### src/rtl/wb_core_master.sv
// ---------------------------------------------------------------------------
// wb_core_master
//   Bridges the core load/store port onto the pipelined Wishbone bus.
//   Each accepted core request becomes a single Wishbone cycle. Misaligned
//   accesses and reserved sizes are answered immediately with an error
//   response. A bus cycle that stays open for TIMEOUT cycles without an ack
//   is aborted and also answered with an error.
//
// Parameters
//   TIMEOUT  : cycles a bus cycle may stay open (REQ+WAIT), 2..65535
//   ERR_DATA : read data returned with an error response
//
// Ports
//   clk, rst                 : clock, synchronous active-low reset
//   core_req_*               : core request (valid/ready handshake)
//   core_rsp_*               : one-cycle response pulse, no backpressure
//   o_wb_cyc/stb/sel/addr/data, o_re/o_we : registered bus request
//   i_wb_data/ack/stall      : slave response
// ---------------------------------------------------------------------------
module wb_core_master #(
    parameter int unsigned TIMEOUT  = 255,
    parameter logic [31:0] ERR_DATA = 32'hDEAD_BEEF
) (
    input  logic        clk,
    input  logic        rst,
    input  logic        core_req_valid,
    output logic        core_req_ready,
    input  logic        core_req_we,
    input  logic [31:0] core_req_addr,
    input  logic [31:0] core_req_wdata,
    input  logic [1:0]  core_req_size,
    input  logic        core_req_signed,
    output logic        core_rsp_valid,
    output logic [31:0] core_rsp_rdata,
    output logic        core_rsp_err,
    output logic        o_wb_cyc,
    output logic        o_wb_stb,
    output logic [3:0]  o_wb_sel,
    output logic [31:0] o_wb_addr,
    output logic [31:0] o_wb_data,
    output logic        o_re,
    output logic        o_we,
    input  logic [31:0] i_wb_data,
    input  logic        i_wb_ack,
    input  logic        i_wb_stall
);

    typedef enum logic [1:0] {IDLE, REQ, WAIT, RESP} state_t;

    // The abort fires on the edge where the counter would reach TIMEOUT,
    // so the bus cycle is open for exactly TIMEOUT cycles.
    localparam logic [15:0] TO_LAST = 16'(TIMEOUT - 1);

    state_t      state;
    logic [15:0] to_cnt;
    logic        we_q;
    logic        signed_q;
    logic [1:0]  size_q;
    logic [1:0]  off_q;

    logic        accept;
    logic        req_illegal;
    logic        timeout_hit;
    logic [31:0] ack_rdata;

    function automatic logic [3:0] byte_sel(input logic [1:0] size, input logic [1:0] off);
        logic [3:0] sel;
        case (size)
            2'b00:   sel = 4'b0001 << off;
            2'b01:   sel = off[1] ? 4'b1100 : 4'b0011;
            default: sel = 4'b1111;
        endcase
        return sel;
    endfunction

    function automatic logic [31:0] wr_lanes(input logic [1:0] size, input logic [31:0] wdata);
        logic [31:0] lanes;
        case (size)
            2'b00:   lanes = {4{wdata[7:0]}};
            2'b01:   lanes = {2{wdata[15:0]}};
            default: lanes = wdata;
        endcase
        return lanes;
    endfunction

    function automatic logic [31:0] load_align(input logic [31:0] data, input logic [1:0] size,
                                               input logic [1:0] off, input logic sgn);
        logic [31:0] sh;
        logic [31:0] res;
        sh = data >> {off, 3'b000};
        case (size)
            2'b00:   res = {{24{sgn & sh[7]}}, sh[7:0]};
            2'b01:   res = {{16{sgn & sh[15]}}, sh[15:0]};
            default: res = sh;
        endcase
        return res;
    endfunction

    assign accept      = core_req_valid && core_req_ready;
    assign timeout_hit = (to_cnt == TO_LAST);
    assign ack_rdata   = we_q ? 32'h0 : load_align(i_wb_data, size_q, off_q, signed_q);

    always_comb begin
        req_illegal = 1'b0;
        case (core_req_size)
            2'b11:   req_illegal = 1'b1;
            2'b01:   req_illegal = core_req_addr[0];
            2'b10:   req_illegal = (core_req_addr[1:0] != 2'b00);
            default: req_illegal = 1'b0;
        endcase
    end

    always_ff @(posedge clk) begin
        if (!rst) begin
            state          <= IDLE;
            core_req_ready <= 1'b0;
            core_rsp_valid <= 1'b0;
            core_rsp_rdata <= 32'h0;
            core_rsp_err   <= 1'b0;
            o_wb_cyc       <= 1'b0;
            o_wb_stb       <= 1'b0;
            o_wb_sel       <= 4'h0;
            o_wb_addr      <= 32'h0;
            o_wb_data      <= 32'h0;
            o_re           <= 1'b0;
            o_we           <= 1'b0;
            to_cnt         <= 16'h0;
            we_q           <= 1'b0;
            signed_q       <= 1'b0;
            size_q         <= 2'b00;
            off_q          <= 2'b00;
        end else begin
            case (state)
                IDLE: begin
                    if (accept) begin
                        core_req_ready <= 1'b0;
                        we_q           <= core_req_we;
                        signed_q       <= core_req_signed;
                        size_q         <= core_req_size;
                        off_q          <= core_req_addr[1:0];
                        if (req_illegal) begin
                            // Answered locally; the bus never sees it.
                            state          <= RESP;
                            core_rsp_valid <= 1'b1;
                            core_rsp_err   <= 1'b1;
                            core_rsp_rdata <= ERR_DATA;
                        end else begin
                            state     <= REQ;
                            o_wb_cyc  <= 1'b1;
                            o_wb_stb  <= 1'b1;
                            o_re      <= !core_req_we;
                            o_we      <= core_req_we;
                            o_wb_sel  <= byte_sel(core_req_size, core_req_addr[1:0]);
                            o_wb_addr <= {core_req_addr[31:2], 2'b00};
                            o_wb_data <= wr_lanes(core_req_size, core_req_wdata);
                            to_cnt    <= 16'h0;
                        end
                    end else begin
                        core_req_ready <= 1'b1;
                    end
                end

                REQ, WAIT: begin
                    // Ack takes priority over both stall and timeout.
                    if (i_wb_ack || timeout_hit) begin
                        state          <= RESP;
                        o_wb_cyc       <= 1'b0;
                        o_wb_stb       <= 1'b0;
                        o_re           <= 1'b0;
                        o_we           <= 1'b0;
                        core_rsp_valid <= 1'b1;
                        core_rsp_err   <= !i_wb_ack;
                        core_rsp_rdata <= i_wb_ack ? ack_rdata : ERR_DATA;
                    end else begin
                        to_cnt <= to_cnt + 16'h1;
                        if (state == REQ && !i_wb_stall) begin
                            state    <= WAIT;
                            o_wb_stb <= 1'b0;
                        end
                    end
                end

                RESP: begin
                    state          <= IDLE;
                    core_req_ready <= 1'b1;
                    core_rsp_valid <= 1'b0;
                    core_rsp_err   <= 1'b0;
                    core_rsp_rdata <= 32'h0;
                end

                default: begin
                    state <= IDLE;
                end
            endcase
        end
    end

endmodule

### config.mk
export PLATFORM = sky130hd
export DESIGN_NAME = wb_core_master
export DESIGN_NICKNAME = d
export VERILOG_FILES = /design/src/rtl/wb_core_master.sv
export SDC_FILE = /design/constraint.sdc
export NUM_CORES = 1
export LEC_CHECK = 0
export ABC_CLOCK_PERIOD_IN_PS = 2800
export CORE_MARGIN = 4
export CORE_UTILIZATION = 30
export DETAILED_ROUTE_END_ITERATION = 16
export PLACE_DENSITY = 0.64
export SLEW_MARGIN = 40
export SYNTH_ARGS = -nofsm -noshare
export SYNTH_HDL_FRONTEND = slang
export SYNTH_SLANG_ARGS = --single-unit
### constraint.sdc
create_clock -name clk -period 2.8 [get_ports clk]
set_input_delay 0.56 -clock clk [delete_from_list [all_inputs] [get_ports clk]]
set_output_delay 0.56 -clock clk [all_outputs]
set_load 0.02 [all_outputs]
==> impl_summary.txt <==
----------------------------------------------------
[Place]
  DP Wirelength ... 14590 µm
  Count of input and output buffers ... between 200 and 250
  Global placer's final weighted congestion ... approximately 0.85
  Worst slack at placement ... around 0.055 ns
  Placed Instances ... 1166
  Area after detailed placement ... around 0.0083 mm²

[Floorplanning]
  Effective utilization at floorplan ... a little under a third
  Boundary pin count ... around 210
  Chip Width ... roughly 150 µm
  Row count ... a little over 50
  Core area ... just under 0.02 mm²
  Area enclosed by the die boundary ... between 0.02 and 0.025 mm²
  Vertical extent of the die ... between 100 and 150 µm

[Timing]
  Count of pins over their slew limit ... 0
  Tightest Pin Transition ... a little under 0.6 ns
  Final critical path time including I/O delays and setup ... about 2.4 ns
  Setup TNS ... 0 ns
  Worst Clk Skew ... about 0.0084 ns
  Unrepaired setup endpoints after global routing ... no
  Post-route setup slack ... between 0.4 and 0.5 ns
  Hold Worst Slack ... 0.4530 ns
  Total count of hold-check failures in the final report ... 0
  Worst slew margin relative to its limit ... about three fifths
  Number of failing setup endpoints in the final timing report ... 0
  Period utilization ... a little under nine tenths
  Highest clock rate ... between 0.4 and 0.5 GHz

[Clocking]
  Post-cts repair resize count ... 0
  H-tree level count ... 4
  Number of CTS-inserted buffers ... 17
  Post-CTS setup buffers ... 0
  Worst-case clock buffer depth ... 2
  Clock tree from TritonCTS ... built
  Clock tree root driver cell ... sky130_fd_sc_hd__clkbuf_16
  Number of clock sinks ... between 100 and 150
  Count of hold buffers inserted by post-cts repair ... 0
  Clock-pin slew on the worst setup and hold paths ... approximately 0.060 ns
  Clock latency at the later pin of the worst-skew pair ... between 0.4 and 0.5 ns

[Setup path]
  Origin of the critical flop-to-flop path ... state[0]$_SDFFE_PN0P_
  Kind of capture point of the worst setup path ... register
  Endpoint of the worst-slack reg-to-reg timing path ... o_wb_stb$_SDFFE_PN0P_
  CP Data Arrival Time ... 2.72 ns
  Type of origin of the critical path ... register
  Number of cells traversed by the worst register-to-register path ... 7
  Startpoint-to-endpoint class of the critical path ... reg2reg
  Req. time, crit path ... 3.13 ns
  Crit Path Max Fanout ... 10
  Setup slack of the worst register-to-register path ... 0.41 ns

[Layout]
  Total of fill cells in the finished design ... around 1900
  Nets ... 1030
  Area taken by flip-flops and latches ... roughly 0.0026 mm²
  Syn-to-layout area delta ... 49.39%
  Area of all placed cells without fillers ... approximately 0.0089 mm²
  Area occupied by multi-input gates ... roughly 0.003 mm²
  Proportion of layout cells with a drive suffix above 1 ... 8.682%
  Non-filler instance count after layout ... 1199
  Post-route core utilization ... ~46%

[Logic synthesis]
  Post-synthesis register bit count ... 129
  Number of synthesized flops with an enable pin ... 0
  Count of mapped cells out of synthesis ... ~730
  Average footprint of a synthesized cell ... about 8.2 µm²
  Proportion of synthesized chip area in sequential cells ... 43.49%
  Count of warnings emitted by yosys ... 0
  Share of Yosys cell area claimed by the top area cell type ... a little over two fifths
  Post-synth top flop ... sky130_fd_sc_hd__dfxtp_1
  Post-synthesis async set-or-reset flop share ... 0%
  Yosys cell types ... 50
  Combined area of all synthesized cells ... 0.005938 mm²
  Library cell with the largest summed area after synthesis ... sky130_fd_sc_hd__dfxtp_1
  Main area contributors after synthesis ... sky130_fd_sc_hd__dfxtp_1 43%, sky130_fd_sc_hd__nand2_1 8.5%, sky130_fd_sc_hd__a21oi_1 7.4%

[Drt]
  Highest metal layer used by the detailed router ... met4
  Detailed route wirelength on metal3 ... 978 µm
  Total number of vias ... roughly 5900
  WL/cell ... 16.69 µm
  Remaining antenna violation count after routing ... 0
  Total length of routed wires ... ~20000 µm
  Routed via count divided by cell count ... 4.937
  Drt first pass iters ... 5
  DRC marker count from the first detailed-route iteration ... 242
  Met1 layer wirelength in the final routing ... roughly 9000 µm
  Length of routed met2 wiring ... 9554 µm
  Total DRC errors in the routed layout ... 0

[Global route]
  Vias in the first global route ... 5749
  Initial antenna violation count ... 1
  Largest net degree at the start of global routing ... 85
  Wire length of the first global-routing pass ... approximately 31000 µm
  Gr usage total ... 17.79%
  Overflow after GRT ... 0

[Hold path]
  Worst hold path stage count ... 2
  Hold Crit Endpoint ... o_wb_addr[10]$_SDFFE_PN0P_
  Hold path startpoint ... o_wb_addr[10]$_SDFFE_PN0P_
  Kind of path behind the tightest hold check ... reg2reg

[Power]
  Total Power ... a little over 7 mW
  Largest voltage drop on the vdd net ... 450.6 µV
  Power density over cell area ... slightly below 800 mW/mm²
  Pleak ... roughly 3.1 nW

[Job]
  Number of maximum-capacitance constraint violations ... 0

[Outcome]
  Outcome ... complete, no violations

----------------------------------------------------
## cell usage after synthesis (7+ instances only)
| cell | count |
|---|---|
| sky130_fd_sc_hd__nor2_1 | 59 |
| sky130_fd_sc_hd__o31ai_1 | 12 |
| sky130_fd_sc_hd__a211oi_1 | 16 |
| sky130_fd_sc_hd__buf_2 | 15 |
| sky130_fd_sc_hd__nand2_1 | 134 |
| sky130_fd_sc_hd__or4_1 | 12 |
| sky130_fd_sc_hd__mux2i_1 | 35 |
| sky130_fd_sc_hd__a21oi_1 | 88 |
| sky130_fd_sc_hd__o221a_2 | 7 |
| sky130_fd_sc_hd__a22oi_1 | 7 |
| sky130_fd_sc_hd__nand3_1 | 7 |
| sky130_fd_sc_hd__nand4_1 | 10 |
| sky130_fd_sc_hd__clkbuf_1 | 33 |
| sky130_fd_sc_hd__mux2_2 | 12 |
| sky130_fd_sc_hd__inv_1 | 11 |
| sky130_fd_sc_hd__o21ai_0 | 52 |
| sky130_fd_sc_hd__a311oi_1 | 8 |
| sky130_fd_sc_hd__dfxtp_1 | 129 |
## logic make-up (layout without fill, tap and decap cells)
group / Yosys count / after routing / synth area share (%)
DFF: 129 / 129 / 43.49
buffers and inverters: 70 / 275 / 5.057
AOI/OAI and AO/OA: 221 / 221 / 22.88
muxes: 48 / 48 / 8.555
adders and majority gates: 5 / 5 / 1.054
other: 1 / 3 / 0.06315
and+or+nand+nor: 253 / 253 / 18.90
## how the worst max path moves through the flow
stage	cells past startpoint	slack, ns	end	startpoint
2_1_floorplan	7	0.79	to_cnt[10]$_SDFFE_PN0P_	core_req_size[1]
3_3_place_gp	7	0.15	to_cnt[5]$_SDFFE_PN0P_	core_req_addr[0]
3_5_place_dp	7	0.06	to_cnt[11]$_SDFFE_PN0P_	core_req_addr[0]
4_1_cts	7	0.42	o_wb_stb$_SDFFE_PN0P_	state[0]$_SDFFE_PN0P_
5_1_grt	7	0.12	o_wb_stb$_SDFFE_PN0P_	state[0]$_SDFFE_PN0P_
6_report	7	0.41	o_wb_stb$_SDFFE_PN0P_	state[0]$_SDFFE_PN0P_
## placed cells by master (no fill, tap or decap), types with 6 or more instances in the layout
cell type                         synthesis  routed
sky130_fd_sc_hd__a211oi_1                16      16
sky130_fd_sc_hd__a21oi_1                 88      88
sky130_fd_sc_hd__a22o_1                   6       6
sky130_fd_sc_hd__a22oi_1                  7       7
sky130_fd_sc_hd__a311oi_1                 8       8
sky130_fd_sc_hd__buf_4                    3      19
sky130_fd_sc_hd__clkbuf_16                0      17
sky130_fd_sc_hd__clkdlybuf4s50_1          0     209
sky130_fd_sc_hd__dfxtp_1                129     129
sky130_fd_sc_hd__inv_1                   11      10
sky130_fd_sc_hd__mux2_2                  12      12
sky130_fd_sc_hd__mux2i_1                 35      35
sky130_fd_sc_hd__nand2_1                134     134
sky130_fd_sc_hd__nand3_1                  7       7
sky130_fd_sc_hd__nand4_1                 10      10
sky130_fd_sc_hd__nor2_1                  59      59
sky130_fd_sc_hd__nor3_1                   6       6
sky130_fd_sc_hd__o21ai_0                 52      52
sky130_fd_sc_hd__o221a_2                  7       7
sky130_fd_sc_hd__o31ai_1                 12      12
sky130_fd_sc_hd__or4_1                   12      12
## cell type report
class / count / area share, %
multi-input combinational: 529 / 34.68
sequential: 129 / 29.11
timing repair buffer: 231 / 25.87
clock buffer: 18 / 4.838
tap: 265 / 3.738
clock inverter: 14 / 1.227
inverter: 12 / 0.5078
antenna: 1 / 0.02821
## state kept, by name, indices dropped and copies added, names as in the netlist, 2 cells and up
| signal | count |
|---|---|
| core_rsp_rdata | 32 |
| o_wb_data | 32 |
| o_wb_addr | 30 |
| to_cnt | 16 |
| o_wb_sel | 4 |
| off_q | 2 |
| size_q | 2 |
| state | 2 |
## critical path, stage by stage, from the launching register on
cell and delay [ns]:
sky130_fd_sc_hd__dfxtp_1 0.38, sky130_fd_sc_hd__inv_1 0.06, sky130_fd_sc_hd__ha_1 0.42, sky130_fd_sc_hd__clkinv_1 0.33, sky130_fd_sc_hd__nor2_1 0.36, sky130_fd_sc_hd__and2_0 0.41
sky130_fd_sc_hd__a221oi_1 0.15, sky130_fd_sc_hd__nor3_1 0.20
## power by group
part	leakage [nW]	internal (mW)	switching, mW
Sequential	1.05	2.14	0.198
Combinational	1.80	1.13	1.57
Clock	0.255	1.14	0.875
## per-layer routing
metal,GRT usage (%),vias up
li1,-,2982
met1,23.52,2769
met2,28.53,143
met3,3.352,26
met4,7.436,0
met5,0,-
Note: power is estimated with default switching activity, not from simulation.
